===== config.mk =====
export PLATFORM = sky130hd
export DESIGN_NAME = priority_arbiter_7seg_flat
export DESIGN_NICKNAME = d
export VERILOG_FILES = /design/src/rtl/priority_arbiter_7seg_if.sv /design/src/rtl/priority_arbiter_7seg.sv /design/src/flat_wrapper.sv
export SDC_FILE = /design/constraint.sdc
export NUM_CORES = 1
export LEC_CHECK = 0
export BUFFER_PORTS_ARGS = -buffer_cell sky130_fd_sc_hd__buf_2
export CORE_ASPECT_RATIO = 0.8
export CORE_MARGIN = 4
export CORE_UTILIZATION = 50
export CTS_CLUSTER_DIAMETER = 50
export CTS_CLUSTER_SIZE = 24
export DETAILED_ROUTE_END_ITERATION = 10
export GPL_ROUTABILITY_DRIVEN = 0
export PLACE_DENSITY = 0.71
export SYNTH_ARGS = -nofsm -noshare
export SYNTH_HDL_FRONTEND = slang
export SYNTH_SLANG_ARGS = --single-unit

===== constraint.sdc =====
create_clock -name clk -period 4.36 [get_ports clk]
set_input_delay 0.654 -clock clk [delete_from_list [all_inputs] [get_ports clk]]
set_output_delay 0.654 -clock clk [all_outputs]
set_load 0.01 [all_outputs]

===== src/rtl/priority_arbiter_7seg_if.sv =====
// Request/grant bundle for priority_arbiter_7seg: the requester side (master) drives req,
// and the arbiter side (slave) drives the grant and display outputs.
interface priority_arbiter_7seg_if;
  logic [7:0] req;
  logic [7:0] gnt;
  logic       gnt_valid;
  logic [2:0] gnt_idx;
  logic       timeout;
  logic [6:0] segments;
  logic       none;

  modport master (
    output req,
    input  gnt, gnt_valid, gnt_idx, timeout, segments, none
  );

  modport slave (
    input  req,
    output gnt, gnt_valid, gnt_idx, timeout, segments, none
  );
endinterface


===== src/rtl/priority_arbiter_7seg.sv =====
// 8-requester hold-until-release arbiter with a 7-segment readout of the granted index.
// Define ARB_ROUND_ROBIN_EN for rotating priority; the default build uses fixed priority (bit 7 wins).
module priority_arbiter_7seg #(
  parameter int MAX_HOLD = 15,
  parameter int CNT_W    = 8
) (
  input  logic                  clk,
  input  logic                  rst,
  priority_arbiter_7seg_if.slave bus
);

  typedef enum logic [1:0] {
    IDLE  = 2'd0,
    GRANT = 2'd1,
    GAP   = 2'd2
  } state_t;

  localparam logic [CNT_W-1:0] HOLD_LAST = CNT_W'(MAX_HOLD - 1);

  state_t           state_r;
  logic [7:0]       gnt_r;
  logic             gnt_valid_r;
  logic [2:0]       gnt_idx_r;
  logic [6:0]       segments_r;
  logic             none_r;
  logic [CNT_W-1:0] cnt_r;
  logic [2:0]       winner_s;
  logic             release_s;
  logic             at_limit_s;
  logic             timeout_s;
`ifdef ARB_ROUND_ROBIN_EN
  logic [2:0]       rr_ptr_r;
`endif

  function automatic logic [6:0] seg_of(input logic [2:0] idx);
    logic [6:0] s;
    case (idx)
      3'd0:    s = 7'b0111111;
      3'd1:    s = 7'b0000110;
      3'd2:    s = 7'b1011011;
      3'd3:    s = 7'b1001111;
      3'd4:    s = 7'b1100110;
      3'd5:    s = 7'b1101101;
      3'd6:    s = 7'b1111101;
      3'd7:    s = 7'b0000111;
      default: s = 7'b0000000;
    endcase
    return s;
  endfunction

  function automatic logic [2:0] pick_fixed(input logic [7:0] r);
    logic [2:0] w;
    w = 3'd0;
    for (int i = 0; i < 8; i++) begin
      if (r[i]) begin
        w = 3'(i);
      end else begin
        w = w;
      end
    end
    return w;
  endfunction

  // The pointer holds the last winner: the search starts just below it and visits it last.
  function automatic logic [2:0] pick_rr(input logic [7:0] r, input logic [2:0] last);
    logic [2:0] w;
    logic [2:0] k;
    logic       found;
    w     = last;
    found = 1'b0;
    for (int i = 1; i <= 8; i++) begin
      k = last - 3'(i);
      if (!found && r[k]) begin
        w     = k;
        found = 1'b1;
      end else begin
        w = w;
      end
    end
    return w;
  endfunction

  // Winner selection and grant-exit conditions
  always_comb begin
    winner_s   = 3'd0;
`ifdef ARB_ROUND_ROBIN_EN
    winner_s   = pick_rr(bus.req, rr_ptr_r);
`else
    winner_s   = pick_fixed(bus.req);
`endif
    release_s  = ~bus.req[gnt_idx_r];
    at_limit_s = (cnt_r == HOLD_LAST);
    timeout_s  = (state_r == GRANT) && at_limit_s && !release_s;
  end

  // Arbiter FSM with registered grant and display outputs
  always_ff @(posedge clk) begin
    if (rst) begin
      state_r     <= IDLE;
      gnt_r       <= 8'h00;
      gnt_valid_r <= 1'b0;
      gnt_idx_r   <= 3'd0;
      segments_r  <= 7'b0000000;
      none_r      <= 1'b1;
      cnt_r       <= '0;
`ifdef ARB_ROUND_ROBIN_EN
      rr_ptr_r    <= 3'd0;
`endif
    end else begin
      case (state_r)
        IDLE: begin
          if (bus.req != 8'h00) begin
            state_r     <= GRANT;
            gnt_r       <= 8'b0000_0001 << winner_s;
            gnt_valid_r <= 1'b1;
            gnt_idx_r   <= winner_s;
            segments_r  <= seg_of(winner_s);
            none_r      <= 1'b0;
            cnt_r       <= '0;
`ifdef ARB_ROUND_ROBIN_EN
            rr_ptr_r    <= winner_s;
`endif
          end else begin
            state_r <= IDLE;
          end
        end
        GRANT: begin
          if (release_s || at_limit_s) begin
            state_r     <= GAP;
            gnt_r       <= 8'h00;
            gnt_valid_r <= 1'b0;
            gnt_idx_r   <= 3'd0;
            segments_r  <= 7'b0000000;
            none_r      <= 1'b1;
          end else begin
            cnt_r <= cnt_r + CNT_W'(1);
          end
        end
        GAP: begin
          state_r <= IDLE;
        end
        default: begin
          state_r     <= IDLE;
          gnt_r       <= 8'h00;
          gnt_valid_r <= 1'b0;
          gnt_idx_r   <= 3'd0;
          segments_r  <= 7'b0000000;
          none_r      <= 1'b1;
          cnt_r       <= '0;
        end
      endcase
    end
  end

  assign bus.gnt       = gnt_r;
  assign bus.gnt_valid = gnt_valid_r;
  assign bus.gnt_idx   = gnt_idx_r;
  assign bus.segments  = segments_r;
  assign bus.none      = none_r;
  // Release beats timeout, and release is judged on this cycle's req, so the pulse is decoded live.
  assign bus.timeout   = timeout_s;

endmodule

===== src/flat_wrapper.sv =====
// flat-port wrapper written by rule: the top's interface ports become plain ports
module priority_arbiter_7seg_flat 
#(
  parameter int MAX_HOLD = 15,
  parameter int CNT_W    = 8
)
  (clk, rst, bus_req, bus_gnt, bus_gnt_valid, bus_gnt_idx, bus_timeout, bus_segments, bus_none);
  priority_arbiter_7seg_if bus_i ();
  input  logic clk;
  input  logic rst;
  input wire logic [$bits(bus_i.req)-1:0] bus_req;
  output wire logic [$bits(bus_i.gnt)-1:0] bus_gnt;
  output wire logic [$bits(bus_i.gnt_valid)-1:0] bus_gnt_valid;
  output wire logic [$bits(bus_i.gnt_idx)-1:0] bus_gnt_idx;
  output wire logic [$bits(bus_i.timeout)-1:0] bus_timeout;
  output wire logic [$bits(bus_i.segments)-1:0] bus_segments;
  output wire logic [$bits(bus_i.none)-1:0] bus_none;
  assign bus_i.req = bus_req;
  assign bus_gnt = bus_i.gnt;
  assign bus_gnt_valid = bus_i.gnt_valid;
  assign bus_gnt_idx = bus_i.gnt_idx;
  assign bus_timeout = bus_i.timeout;
  assign bus_segments = bus_i.segments;
  assign bus_none = bus_i.none;
  priority_arbiter_7seg #(.MAX_HOLD(MAX_HOLD), .CNT_W(CNT_W)) u_core (.clk(clk), .rst(rst), .bus(bus_i));
endmodule

Word-level counts from Yosys, hierarchy flattened
Memory sizes are Yosys's and may differ from the RTL's. Cells that the tools add are included.

Logic and storage cells: 56. Input bits: 10. Flip-flop bits (word level): 30. Memory bits (read-only): 56. Memories kept: 1. Output and inout port bits: 21.

Add/subtract/negate cells: 1. Bitwise logic cells: 2. Muxes and demuxes: 30. Equal/unequal tests: 6. Reduce and logical (&&, ||, !) cells: 7. $lt $le $gt $ge: 1. Shift operators: 1.

Memory list: (no name shown) (depth 8, width 7, read ports 1, clocked after Yosys merged registers in 0, wr ports 0, RTL line priority_arbiter_7seg.sv:37) `case (idx)`.

Operators by type and width (number): 8-bit case mux with 3 select lines (2); 8-bit 2-to-1 mux (4); 3-bit 2-to-1 mux (8); 7-bit case mux with 3 select lines (1); 7-bit 2-to-1 mux (2); 3-bit case mux with 3 select lines (1); 8-bit by 1-bit adder with 8-bit output, second input constant (1); 8-bit by 4-bit == test with 1-bit output, second input constant (1); 8-bit nonzero test (1); 1-bit by 3-bit << shifter with 8-bit output, first input constant (1); 1-bit 2-to-1 mux (7); 1-bit case mux with 3 select lines (2); 3-bit AND reduction (2); 3-bit by 4-bit less-than comparator with 1-bit output, second input constant (1); 2-bit != test, second input constant (2); 2-bit case mux with 2 select lines (1); 1-bit binary-select mux with 3-bit select (1); 2-bit by 1-bit == test with 1-bit output, second input constant (1); 2-bit == test, second input constant (1); 1-bit logical AND (2); 2-bit logical NOT (1); 2-bit 2-to-1 mux (1); 2-bit by 1-bit != test with 1-bit output, second input constant (1); 1-bit inverter (2); 1-bit logical OR (1).

Logic depth before layout (Yosys ltp)
Gate-level depths: netlist of run 1.

Depth after elaboration: 10. Depth in mapped cells: 9. Depth with buffers taken out: 9.

Worst setup path before layout of run 1
Ideal clock, no wire load.

Path kind: input port to flip-flop. From: input port bus_req[2]. To: register u_core.segments_r[3] (netlist: u_core.bus.segments[3]). Stages on the path: 8. Path slack: 2.282 ns. Arrival: 1.961 ns. Required time: 4.243 ns. Buffers on the path: 0. Setup time: 0.117 ns. Cells stage by stage: nand2b_1 -> a21oi_1 -> nor2_1 -> o21bai_1 -> inv_1 -> ha_1 -> o22ai_1 -> a22o_1.

Cells in the longest elaborated chain, start to end: 9. Elaborated cells between the ends (all ways): 17. Those cells by class: eq/ne: 2; mux: 10; bitwise: 1; reduce/logical: 3; memory: 1.

Ends and longest elaborated chain: from (decl) (RTL line flat_wrapper.sv:11) `input wire logic [$bits(bus_i.req)-1:0] bus_req;`; 3-bit 2-to-1 mux (6 in a row) (RTL line priority_arbiter_7seg.sv:55) `if (r[i]) begin`; memory 8 x 7 bit; 7-bit 2-to-1 mux (RTL line priority_arbiter_7seg.sv:112) `if (bus.req != 8'h00) begin`; 7-bit case mux with 3 select lines (RTL line priority_arbiter_7seg.sv:110) `case (state_r)`; to (signal assigned) (RTL line priority_arbiter_7seg.sv:117) `segments_r <= seg_of(winner_s);`; to (decl) (RTL line priority_arbiter_7seg.sv:24) `logic [6:0] segments_r;`.

Several ways; a longest one is shown, not always the timed one. The select of a mux whose other input is x is not followed. A chain may end at the register's enable or synchronous reset.

Final worst setup path of run 1
From: register u_core.gnt_idx_r[0] (netlist: u_core.bus.gnt_idx[0]). To: output port bus_timeout.

Cells in the longest elaborated chain, start to end: 3.

Ends and longest elaborated chain: from (decl) (RTL line priority_arbiter_7seg.sv:23) `logic [2:0] gnt_idx_r;`; from (signal assigned) (RTL line priority_arbiter_7seg.sv:116) `gnt_idx_r <= winner_s;`; 1-bit binary-select mux with 3-bit select (RTL line priority_arbiter_7seg.sv:91) `release_s = ~bus.req[gnt_idx_r];`; 1-bit 2-to-1 mux (implied by the code) (RTL line priority_arbiter_7seg.sv:91); 1-bit logical AND (RTL line priority_arbiter_7seg.sv:93) `timeout_s = (state_r == GRANT) && at_limit_s && !release_s;`; to (decl) (RTL line flat_wrapper.sv:15) `output wire logic [$bits(bus_i.timeout)-1:0] bus_timeout;`.

No other way between the ends. The select of a mux whose other input is x is not followed.

==> results of run 1 <==
-- registers in the layout (all words and copies together), names as in the netlist --
register              flops
u_core.cnt_r              8
u_core.bus.segments       7
u_core.bus.none           1
u_core.bus.gnt_idx        3
u_core.bus.gnt            8
u_core.state_r            2
u_core.bus.gnt_valid      1
-- per-stage QoR --
step	worst slack (ns)	total power [mW]	hold WS [ns]
floorplan	2.28	0.464	0.459
CTS	1.93	0.776	0.477
detailed placement	1.74	0.517	0.461
finish	1.92	0.775	0.474
global placement	1.82	0.511	0.445
global route	1.81	0.814	0.492
-- path summary, 6_finish.rpt --
kind / slack, ns / from / end / cells after the start
worst max-delay path: 1.92 / u_core.bus.gnt_idx[0] / bus_timeout / 5
worst max register to register: 2.14 / u_core.bus.gnt_idx[0] / u_core.bus.segments[0] / 5
worst min register to register: 0.47 / u_core.bus.segments[1] / u_core.bus.segments[1] / 1
worst min-delay path: 0.47 / u_core.bus.segments[1] / u_core.bus.segments[1] / 1
-- synthesized netlist by cell type (all sizes together) (4+ instances only) --
cell type and n:
o21ai 5, inv 16, dfxtp 30, a21oi 4
a22oi 7, ha 9, a22o 7, nor2 18
nand2 12, mux2i 4, clkbuf 5, nand3 9
o32ai 8
-- cell type report --
cell class                      count  area (um2)
Inverter                           16        60.1
Multi-Input combinational cell    130         943
Fill cell                         280        1200
Tap cell                           40        50.0
Sequential cell                    30         601
Clock buffer                        8         110
Timing Repair Buffer               32         165
-- critical path: cells and delay by family, from the launching register on --
family,cells,cell delay (ns)
simple gates,2,0.30
buf+inv,1,0.14
mux,1,0.20
flops,1,0.49
compound gates,1,0.38
-- kinds of logic (layout without fill, tap and decap cells) --
family | Yosys count | count (layout) | share of synthesized area [%]
compound gates | 52 | 52 | 25.9
fa+ha+maj | 9 | 9 | 6.84
buf+inv | 24 | 56 | 6.23
flops | 30 | 30 | 36.5
mux | 6 | 6 | 4.03
simple gates | 63 | 63 | 20.5
-- metal layers --
| layer | part of all wire (%) | vias up | track usage [%] |
|---|---|---|---|
| met2 | 45 | 70 | 31.6 |
| li1 | - | 743 | - |
| met3 | 8.9 | 2 | 4.92 |
| met1 | 45 | 694 | 28.3 |
| met5 | 0 | - | 0 |
| met4 | 0.42 | 0 | 4.83 |
-- power by group through the flow --
stage,Sequential (mW),Combinational (mW),Clock [mW]
2_1_floorplan,0.336,0.128,0
3_3_place_gp,0.333,0.178,0
3_5_place_dp,0.334,0.183,0
4_1_cts,0.329,0.185,0.263
5_1_grt,0.334,0.205,0.276
6_report,0.329,0.187,0.259
-- placed cells by master, fill, tap and decap left out, types with 3 or more instances in the layout --
cell type,n
sky130_fd_sc_hd__a21oi_1,4
sky130_fd_sc_hd__o22ai_1,3
sky130_fd_sc_hd__o211ai_1,3
sky130_fd_sc_hd__nor2_1,18
sky130_fd_sc_hd__a32o_1,3
sky130_fd_sc_hd__or4_1,3
sky130_fd_sc_hd__o32ai_1,8
sky130_fd_sc_hd__o21ai_0,5
sky130_fd_sc_hd__clkbuf_8,8
sky130_fd_sc_hd__a22oi_1,6
sky130_fd_sc_hd__ha_1,9
sky130_fd_sc_hd__nand3_1,8
sky130_fd_sc_hd__a22o_1,7
sky130_fd_sc_hd__nor2b_1,3
sky130_fd_sc_hd__inv_1,16
sky130_fd_sc_hd__mux2i_1,4
sky130_fd_sc_hd__nand2_1,12
sky130_fd_sc_hd__nand2b_1,3
sky130_fd_sc_hd__buf_2,30
sky130_fd_sc_hd__dfxtp_1,30
sky130_fd_sc_hd__nand4_1,3
==> impl_metrics.sql, run 1 <==
INSERT INTO impl_metrics (metric_group, metric, value, unit) VALUES
('die', 'dieArea', '4280', 'um2'),
('clocking', 'cts_setup_buffers', '0', ''),
('sta', 'fmax_achieved', '409', 'MHz'),
('die', 'die_w', '72.2', 'um'),
('routing', 'finalWirelength', '4040', 'um'),
('logic_synthesis', 'post-synth-top-area-fraction', '36.5', '%'),
('logic_synthesis', 'synth_top_flop_cell', 'sky130_fd_sc_hd__dfxtp_1', ''),
('final_layout', 'fraction_of_layout_cells_with_a_size_suffix_above_1', '24.1', '%'),
('setup_path', 'crit_path_max_incr_delay', '0.49', 'ns'),
('clocking', 'htree_num_levels', '2', ''),
('run', 'maxCapViolations', '0', ''),
('place', 'io_buffer_count', '30', ''),
('power', 'cell_int_power', '536', 'uW'),
('logic_synthesis', 'synthesis.area_per_instance', '8.95', 'um2'),
('outcome', 'run_status', 'finished, final reports clean', ''),
('sta', 'total_setup_violations_reported_at_the_end_of_the_flow', '0', ''),
('final_layout', 'areaGrowthSynthToFinish', '17.2', '%'),
('sta', 'post-route-period-util', '56.1', '%'),
('clocking', 'clock_tree.root_cell', 'sky130_fd_sc_hd__clkbuf_8', ''),
('routing', 'route.detailed.wl_per_inst', '15.8', 'um'),
('power', 'pwr-share-clk', '33.5', '%'),
('power', 'leak_pwr', '0.808', 'nW'),
('final_layout', 'nNetsFinal', '234', ''),
('grt', 'grt_overflow', '0', ''),
('setup_path', 'worst_setup_path_start_kind', 'flop', ''),
('logic_synthesis', 'ys_types', '48', ''),
('sta', 'timing.max_slew.rel_slack', '23.8', '%'),
('clocking', 'cts-buffers-inserted', '5', ''),
('final_layout', 'final_core_utilization', '61.6', '%'),
('sta', 'hold_viol', '0', ''),
('place', 'hpwl', '2990', 'um'),
('min_path', 'timing.hold.worst.class', 'reg2reg', ''),
('setup_path', 'critical_path.slowest_cell', 'sky130_fd_sc_hd__dfxtp_1', ''),
('logic_synthesis', 'synth_seq_cells', '30', ''),
('power', 'switching_part_of_the_total_power', '30.9', '%'),
('final_layout', 'final_cells', '256', ''),
('power', 'power.ir.vdd_worst', '0.297', 'mV'),
('die', 'die_h', '59.3', 'um'),
('routing', 'drc_errors', '0', ''),
('grt', 'via_count_of_the_first_global_routing_pass', '1433', ''),
('routing', 'drt_pass1_iterations', '4', ''),
('routing', 'ant_nets', '0', ''),
('routing', 'routed_via_density', '5.89', ''),
('logic_synthesis', 'ys.warnings.count', '0', ''),
('grt', 'grt_start_max_net_pins', '16', ''),
('logic_synthesis', 'synthCells', '184', ''),
('sta', 'rsz0062_at_grt', 'false', ''),
('final_layout', 'postLayoutCellArea', '1930', 'um2'),
('clocking', 'postCtsHoldBufs', '0', ''),
('die', 'rows', '18', ''),
('routing', 'drt_iter0_markers', '91', ''),
('logic_synthesis', 'syn_area', '1650', 'um2'),
('setup_path', 'worst-endpoint-required', '3.71', 'ns'),
('setup_path', 'signal_arrival_time_at_the_worst_endpoint', '1.79', 'ns'),
('sta', 'clock-skew-final', '0.00474', 'ns'),
('place', 'placedInstanceArea', '1820', 'um2'),
('logic_synthesis', 'seq_area_frac_synth', '36.5', '%'),
('clocking', 'cts_resized', '0', ''),
('setup_path', 'class_of_the_most_critical_setup_path', 'reg2out', ''),
('die', 'boundaryPins', '31', ''),
('sta', 'slew_violations', '0', ''),
('sta', 'worst_slew_pin_slew', '1.13', 'ns'),
('grt', 'grt_first_pass_wirelength', '6920', 'um'),
('sta', 'post_layout_minimum_cycle_time', '2.44', 'ns'),
('grt', 'grt_util_all_layers', '20.3', '%'),
('die', 'initial_utilization', '52.6', '%'),
('power', 'p_sw', '240', 'uW'),
('logic_synthesis', 'synth_async_sr_flop_share', '0', '%'),
('clocking', 'cts_tree', 'done', ''),
('logic_synthesis', 'top_cell_type_by_total_area_after_synthesis', 'sky130_fd_sc_hd__dfxtp_1', ''),
('logic_synthesis', 'synth_enable_flop_cells', '0', '');
Power figures use the tool's default switching activity.
==> inputs of run 2 (changes only) <==
--- a/config.mk
+++ b/config.mk
@@ -5,6 +5,7 @@
 export SDC_FILE = /design/constraint.sdc
 export NUM_CORES = 1
 export LEC_CHECK = 0
+export ABC_AREA = 1
 export BUFFER_PORTS_ARGS = -buffer_cell sky130_fd_sc_hd__buf_2
 export CORE_ASPECT_RATIO = 0.8
 export CORE_MARGIN = 4
==> constraint.sdc (replaced) <==
create_clock -name clk -period 2.32 [get_ports clk]
set_input_delay 0.348 -clock clk [delete_from_list [all_inputs] [get_ports clk]]
set_output_delay 0.348 -clock clk [all_outputs]
set_load 0.01 [all_outputs]
==> impl_metrics.sql, run 2 <==
INSERT INTO impl_metrics (metric_group, metric, value, unit) VALUES
('die', 'rows', '18', ''),
('logic_synthesis', 'seq_area_frac_synth', '36.8', '%'),
('die', 'dieArea', '4250', 'um2'),
('logic_synthesis', 'synth_seq_cells', '30', ''),
('setup_path', 'signal_arrival_time_at_the_worst_endpoint', '1.55', 'ns'),
('final_layout', 'fraction_of_layout_cells_with_a_size_suffix_above_1', '19.5', '%'),
('die', 'boundaryPins', '31', ''),
('final_layout', 'antenna_cells_inserted', '0', ''),
('clocking', 'clockBufferDepth', '2', ''),
('grt', 'grt_util_all_layers', '18.8', '%'),
('setup_path', 'cp_cell_sequence', 'inv_1 > nor2_1 > inv_1 > nor3_1 > buf_2', ''),
('setup_path', 'most_numerous_cell_on_the_critical_path', 'sky130_fd_sc_hd__inv_1', ''),
('setup_path', 'crit_path_max_incr_delay', '0.34', 'ns'),
('sta', 'fmax_achieved', '527', 'MHz'),
('logic_synthesis', 'synthCells', '236', ''),
('place', 'io_buffer_count', '30', ''),
('logic_synthesis', 'post-synth-top-area-fraction', '36.8', '%'),
('routing', 'drt_iter0_markers', '108', ''),
('routing', 'num_vias', '1527', ''),
('grt', 'via_count_of_the_first_global_routing_pass', '1428', ''),
('routing', 'finalWirelength', '3670', 'um'),
('final_layout', 'nNetsFinal', '285', ''),
('grt', 'grt_first_pass_wirelength', '6190', 'um'),
('setup_path', 'crit_start', 'u_core.state_r[0]', ''),
('logic_synthesis', 'netlist_top_cells_count', '71 x sky130_fd_sc_hd__nand2_1, 30 x sky130_fd_sc_hd__dfxtp_1, 28 x sky130_fd_sc_hd__a21oi_1, 28 x sky130_fd_sc_hd__inv_1, 18 x sky130_fd_sc_hd__nand3_1', ''),
('place', 'post-place-ws', '0.341', 'ns'),
('setup_path', 'critical_path.slowest_cell', 'sky130_fd_sc_hd__dfxtp_1', ''),
('clocking', 'tritoncts_num_sinks', '30', ''),
('routing', 'routed_via_density', '4.99', ''),
('die', 'initial_utilization', '52.5', '%'),
('power', 'leak_pwr', '0.939', 'nW'),
('logic_synthesis', 'synth_async_sr_flop_share', '0', '%'),
('sta', 'totalNegativeSetupSlack', '0', 'ns'),
('final_layout', 'fillerInstances', '313', ''),
('routing', 'drc_errors', '0', ''),
('logic_synthesis', 'netlist_top_cells_area', 'sky130_fd_sc_hd__dfxtp_1 37%, sky130_fd_sc_hd__nand2_1 16%, sky130_fd_sc_hd__a21oi_1 8.6%, sky130_fd_sc_hd__ha_1 6.9%, sky130_fd_sc_hd__inv_1 6.4%', ''),
('min_path', 'min_from', 'u_core.bus.gnt[5]', ''),
('setup_path', 'critical_path.endpoint_type', 'primary output', ''),
('setup_path', 'class_of_the_most_critical_setup_path', 'reg2out', ''),
('grt', 'antenna_violations_before_repair', '0', ''),
('logic_synthesis', 'ys_types', '25', ''),
('sta', 'fin_ws', '0.423', 'ns'),
('setup_path', 'worst_setup_path_start_kind', 'flop', ''),
('routing', 'drt_pass1_iterations', '4', ''),
('sta', 'post-route-period-util', '81.8', '%'),
('power', 'design_power_total', '1.33', 'mW'),
('place', 'hpwl', '2630', 'um'),
('final_layout', 'leading_cell_type_in_the_layout_fill_and_taps_excluded', 'sky130_fd_sc_hd__nand2_1', ''),
('sta', 'hold_viol', '0', ''),
('setup_path', 'critical_path.reg2reg.startpoint', 'u_core.cnt_r[0]', ''),
('sta', 'worst_slew_pin_slew', '0.528', 'ns'),
('die', 'coreArea', '3110', 'um2'),
('grt', 'grt_start_max_net_pins', '27', ''),
('final_layout', 'most_frequent_cells_in_the_layout', '71 x sky130_fd_sc_hd__nand2_1, 30 x sky130_fd_sc_hd__buf_2, 30 x sky130_fd_sc_hd__dfxtp_1', ''),
('clocking', 'clkSlewWorstSetupHoldPaths', '0.07', 'ns'),
('power', 'p_per_area', '716', 'nW/um2'),
('die', 'die_w', '71.9', 'um'),
('clocking', 'htree_num_levels', '2', ''),
('die', 'die_h', '59.1', 'um'),
('clocking', 'cts_setup_buffers', '0', ''),
('routing', 'ant_nets', '0', ''),
('logic_synthesis', 'synth_most_common_cell', 'sky130_fd_sc_hd__nand2_1', ''),
('power', 'power.ir.vdd_worst', '0.396', 'mV'),
('min_path', 'timing.hold.worst.class', 'reg2reg', ''),
('logic_synthesis', 'synthesis.area_per_instance', '6.91', 'um2'),
('sta', 'timing.max_slew.rel_slack', '64.8', '%'),
('setup_path', 'worstPathMaxFanout', '6', ''),
('grt', 'grt_overflow', '0', ''),
('logic_synthesis', 'top_cell_type_by_total_area_after_synthesis', 'sky130_fd_sc_hd__dfxtp_1', ''),
('final_layout', 'areaGrowthSynthToFinish', '13.7', '%'),
('clocking', 'cts_tree', 'done', ''),
('clocking', 'worst_skew_pair.late_latency', '0.29', 'ns'),
('logic_synthesis', 'ys.warnings.count', '0', ''),
('clocking', 'postCtsHoldBufs', '0', ''),
('clocking', 'cts-buffers-inserted', '5', ''),
('outcome', 'run_status', 'finished, final reports clean', ''),
('clocking', 'clock_tree.root_cell', 'sky130_fd_sc_hd__clkbuf_8', ''),
('logic_synthesis', 'synth_enable_flop_cells', '0', ''),
('sta', 'total_setup_violations_reported_at_the_end_of_the_flow', '0', ''),
('sta', 'rsz0062_at_grt', 'false', ''),
('logic_synthesis', 'synth_nets', '255', ''),
('logic_synthesis', 'synth_top_flop_cell', 'sky130_fd_sc_hd__dfxtp_1', ''),
('clocking', 'cts_resized', '0', ''),
('setup_path', 'worst-endpoint-required', '1.97', 'ns'),
('run', 'maxCapViolations', '0', ''),
('routing', 'route.detailed.wl_per_inst', '12.0', 'um'),
('sta', 'post_layout_minimum_cycle_time', '1.90', 'ns'),
('sta', 'clock-skew-final', '0.00874', 'ns'),
('sta', 'slew_violations', '0', ''),
('logic_synthesis', 'syn_area', '1630', 'um2');
[run 2: path summary, 6_finish.rpt]
kind | end | slack (ns) | depth (start not counted)
worst max register to register | u_core.bus.gnt[3] | 0.70 | 7
worst max-delay path | bus_timeout | 0.42 | 5
worst min-delay path | u_core.bus.gnt[5] | 0.46 | 2
worst min register to register | u_core.bus.gnt[5] | 0.46 | 2
[run 2: power breakdown]
part / switching (mW) / internal [mW]
clock network: 0.199 / 0.201
registers: 0.0393 / 0.566
logic: 0.212 / 0.110
total: 0.451 / 0.877
[run 2: logic make-up after synthesis]
family | count (synthesis) | share of synthesized area (%)
AND/OR/NAND/NOR | 121 | 33.0
AO/OA/AOI/OAI | 40 | 13.2
adder cells (fa/ha/maj) | 9 | 6.90
flip-flops | 30 | 36.8
buffers and inverters | 36 | 10.1
[run 2: worst max-delay path, delay by kind of cell, from the launching register on]
| kind | cells | cell delay [ns] |
|---|---|---|
| and+or+nand+nor | 2 | 0.50 |
| buffers and inverters | 3 | 0.42 |
| DFF | 1 | 0.34 |
[run 2: area by class of cell]
class / count / area (um2) / area share (%)
Clock buffer: 5 / 68.8 / 3.71
Clock inverter: 2 / 10.0 / 0.540
Inverter: 29 / 109 / 5.87
Multi-Input combinational cell: 170 / 866 / 46.7
Sequential cell: 30 / 601 / 32.4
Tap cell: 40 / 50.0 / 2.70
Timing Repair Buffer: 30 / 150 / 8.10
[run 2: routing by layer]
layer | track usage (%) | wire length, um | up-vias
met4 | 8.85 | 68 | 0
met5 | 0 | 0 | -
met3 | 4.24 | 237 | 7
li1 | - | - | 808
met2 | 27.1 | 1370 | 46
met1 | 26.7 | 1990 | 666
[run 2: per-stage QoR]
stage | util [%] | std cells | hold slack (ns) | area [um2]
final | 59.7 | 306 | 0.457 | 1850
after global routing | 59.7 | 306 | 0.480 | 1850
after CTS | 59.7 | 306 | 0.462 | 1850
after detailed placement | 57.1 | 299 | 0.444 | 1780
after global placement | 57.1 | 299 | 0.448 | 1780
after floorplan | - | 236 | 0.473 | 1630
==> inputs of run 3 (changes only) <==
==> constraint.sdc (replaced) <==
create_clock -name clk -period 1.85 [get_ports clk]
set_input_delay 0.2775 -clock clk [delete_from_list [all_inputs] [get_ports clk]]
set_output_delay 0.2775 -clock clk [all_outputs]
set_load 0.01 [all_outputs]
==> impl_metrics.sql, run 3 (synthesis gave the netlist of run 2 again) <==
INSERT INTO impl_metrics (metric_group, metric, value, unit) VALUES
('sta', 'post_layout_minimum_cycle_time', '1.69', 'ns'),
('grt', 'grt_util_all_layers', '18.8', '%'),
('routing', 'met2_length', '1370', 'um'),
('place', 'hpwl', '2650', 'um'),
('final_layout', 'antenna_cells_inserted', '0', ''),
('setup_path', 'class_of_the_most_critical_setup_path', 'reg2out', ''),
('final_layout', 'most_frequent_cells_in_the_layout', '71 x sky130_fd_sc_hd__nand2_1, 30 x sky130_fd_sc_hd__buf_2, 29 x sky130_fd_sc_hd__dfxtp_1', ''),
('setup_path', 'critical_path.slowest_cell', 'sky130_fd_sc_hd__dfxtp_1', ''),
('place', 'post-place-ws', '0.0664', 'ns'),
('sta', 'slew_violations', '0', ''),
('setup_path', 'worstPathMaxFanout', '6', ''),
('grt', 'via_count_of_the_first_global_routing_pass', '1402', ''),
('routing', 'finalWirelength', '3610', 'um'),
('grt', 'antenna_violations_before_repair', '0', ''),
('die', 'initial_utilization', '52.5', '%'),
('final_layout', 'leading_cell_type_in_the_layout_fill_and_taps_excluded', 'sky130_fd_sc_hd__nand2_1', ''),
('setup_path', 'most_numerous_cell_on_the_critical_path', 'sky130_fd_sc_hd__inv_1', ''),
('setup_path', 'crit_path_buf_inv_count', '3', ''),
('die', 'boundaryPins', '31', ''),
('routing', 'drc_errors', '0', ''),
('clocking', 'htree_num_levels', '2', ''),
('final_layout', 'nNetsFinal', '290', ''),
('routing', 'ant_nets', '0', ''),
('sta', 'fin_ws', '0.156', 'ns'),
('routing', 'num_vias', '1538', ''),
('sta', 'timing.max_slew.rel_slack', '75.4', '%'),
('grt', 'grt_overflow', '0', ''),
('routing', 'drt_pass1_iterations', '4', ''),
('sta', 'worst_slew_pin_slew', '0.368', 'ns'),
('die', 'dieArea', '4250', 'um2'),
('clocking', 'tritoncts_num_sinks', '30', ''),
('sta', 'post-route-period-util', '91.6', '%'),
('die', 'coreArea', '3110', 'um2'),
('grt', 'grt_first_pass_wirelength', '6210', 'um'),
('sta', 'clock-skew-final', '0.00468', 'ns'),
('die', 'die_w', '71.9', 'um'),
('power', 'p_per_area', '1020', 'nW/um2'),
('sta', 'totalNegativeSetupSlack', '0', 'ns'),
('routing', 'wl_met1', '1940', 'um'),
('place', 'io_buffer_count', '30', ''),
('setup_path', 'cp_cell_sequence', 'inv_1 > nor2_2 > inv_1 > nor3_1 > buf_2', ''),
('setup_path', 'worst_setup_path_start_kind', 'flop', ''),
('sta', 'fmax_achieved', '590', 'MHz'),
('sta', 'hold_viol', '0', ''),
('final_layout', 'fraction_of_layout_cells_with_a_size_suffix_above_1', '22.1', '%'),
('routing', 'drt_iter0_markers', '86', ''),
('setup_path', 'critical_path.endpoint_type', 'primary output', ''),
('setup_path', 'worst-endpoint-required', '1.57', 'ns'),
('routing', 'met3RoutedLength', '226', 'um'),
('min_path', 'timing.hold.worst.class', 'in2reg', ''),
('die', 'rows', '18', ''),
('final_layout', 'fillerInstances', '290', ''),
('setup_path', 'signal_arrival_time_at_the_worst_endpoint', '1.42', 'ns'),
('grt', 'grt_start_max_net_pins', '25', ''),
('clocking', 'clockBufferDepth', '2', ''),
('setup_path', 'critical-path-top-delay-family', 'simple AND/OR/NAND/NOR gates', ''),
('setup_path', 'crit_path_max_incr_delay', '0.35', 'ns'),
('sta', 'rsz0062_at_grt', 'false', ''),
('outcome', 'run_status', 'finished, final reports clean', ''),
('routing', 'maxUsedRoutingLayer', 'met4', ''),
('clocking', 'postCtsHoldBufs', '0', ''),
('routing', 'routed_via_density', '4.93', ''),
('die', 'die_h', '59.1', 'um'),
('final_layout', 'areaGrowthSynthToFinish', '20.1', '%'),
('run', 'maxCapViolations', '0', ''),
('clocking', 'clkSlewWorstSetupHoldPaths', '0.07', 'ns'),
('sta', 'total_setup_violations_reported_at_the_end_of_the_flow', '0', ''),
('power', 'power.ir.vdd_worst', '0.720', 'mV'),
('clocking', 'cts-buffers-inserted', '5', ''),
('routing', 'route.detailed.wl_per_inst', '11.6', 'um'),
('clocking', 'clock_tree.root_cell', 'sky130_fd_sc_hd__clkbuf_8', ''),
('clocking', 'cts_tree', 'done', ''),
('clocking', 'worst_skew_pair.late_latency', '0.29', 'ns'),
('power', 'leak_pwr', '0.990', 'nW');
[run 3: worst paths after layout]
path / from / endpoint / slack, ns / cells after the start
min reg2reg: u_core.bus.segments[6] / u_core.bus.segments[6] / 0.46 / 2
max reg2reg: u_core.cnt_r[0] / u_core.bus.segments[4] / 0.26 / 7
min: rst / u_core.cnt_r[1] / 0.18 / 2
max: u_core.state_r[0] / bus_timeout / 0.16 / 5
[run 3: report_power, final]
part	total, mW	switching (mW)	leakage (nW)	internal [mW]
combinational	0.413	0.266	0.672	0.147
sequential	0.760	0.0494	0.246	0.710
clock	0.832	0.258	0.0714	0.574
[run 3: routing by layer]
| metal | track usage, % | up-vias |
|---|---|---|
| met2 | 26.7 | 43 |
| li1 | - | 818 |
| met4 | 8.85 | 0 |
| met5 | 0 | - |
| met1 | 26.8 | 669 |
| met3 | 4.41 | 8 |
[run 3: worst reg2reg max path: cells and delay by family, from the launching register on]
kind,cells,cell delay (ns)
buf+inv,1,0.07
compound gates,1,0.14
flops,1,0.38
fa+ha+maj,1,0.21
simple gates,4,0.73
[run 3: per-stage QoR]
step           power [mW]  area [um2]  hold WS [ns]  instances  util, %
6_report             2.00        1960         0.179        312     63.0
5_1_grt              2.12        1960         0.188        312     63.0
4_1_cts              2.01        1960         0.181        312     62.9
3_5_place_dp         1.18        1810         0.455        304     58.3
3_3_place_gp         1.18        1810         0.447        304     58.3
2_1_floorplan        1.08        1630         0.473        236        -
[run 3: layout make-up]
type,count,area [um2],area share [%]
clock buffers,6,82.6,4.21
multi-input cells,170,868,44.3
repair buffers,35,188,9.58
clock inverters,2,60.1,3.07
inverters,29,109,5.56
flip-flops and latches,30,602,30.7
well taps,40,50.0,2.55
[run 3: timing repair]
item / 4_1_cts / 5_1_grt
hold endpoints to repair: 0 / 0
resized for setup: 0 / 2
endpoints found under the setup margin: 0 / 1
buffers inserted: 0 / 0
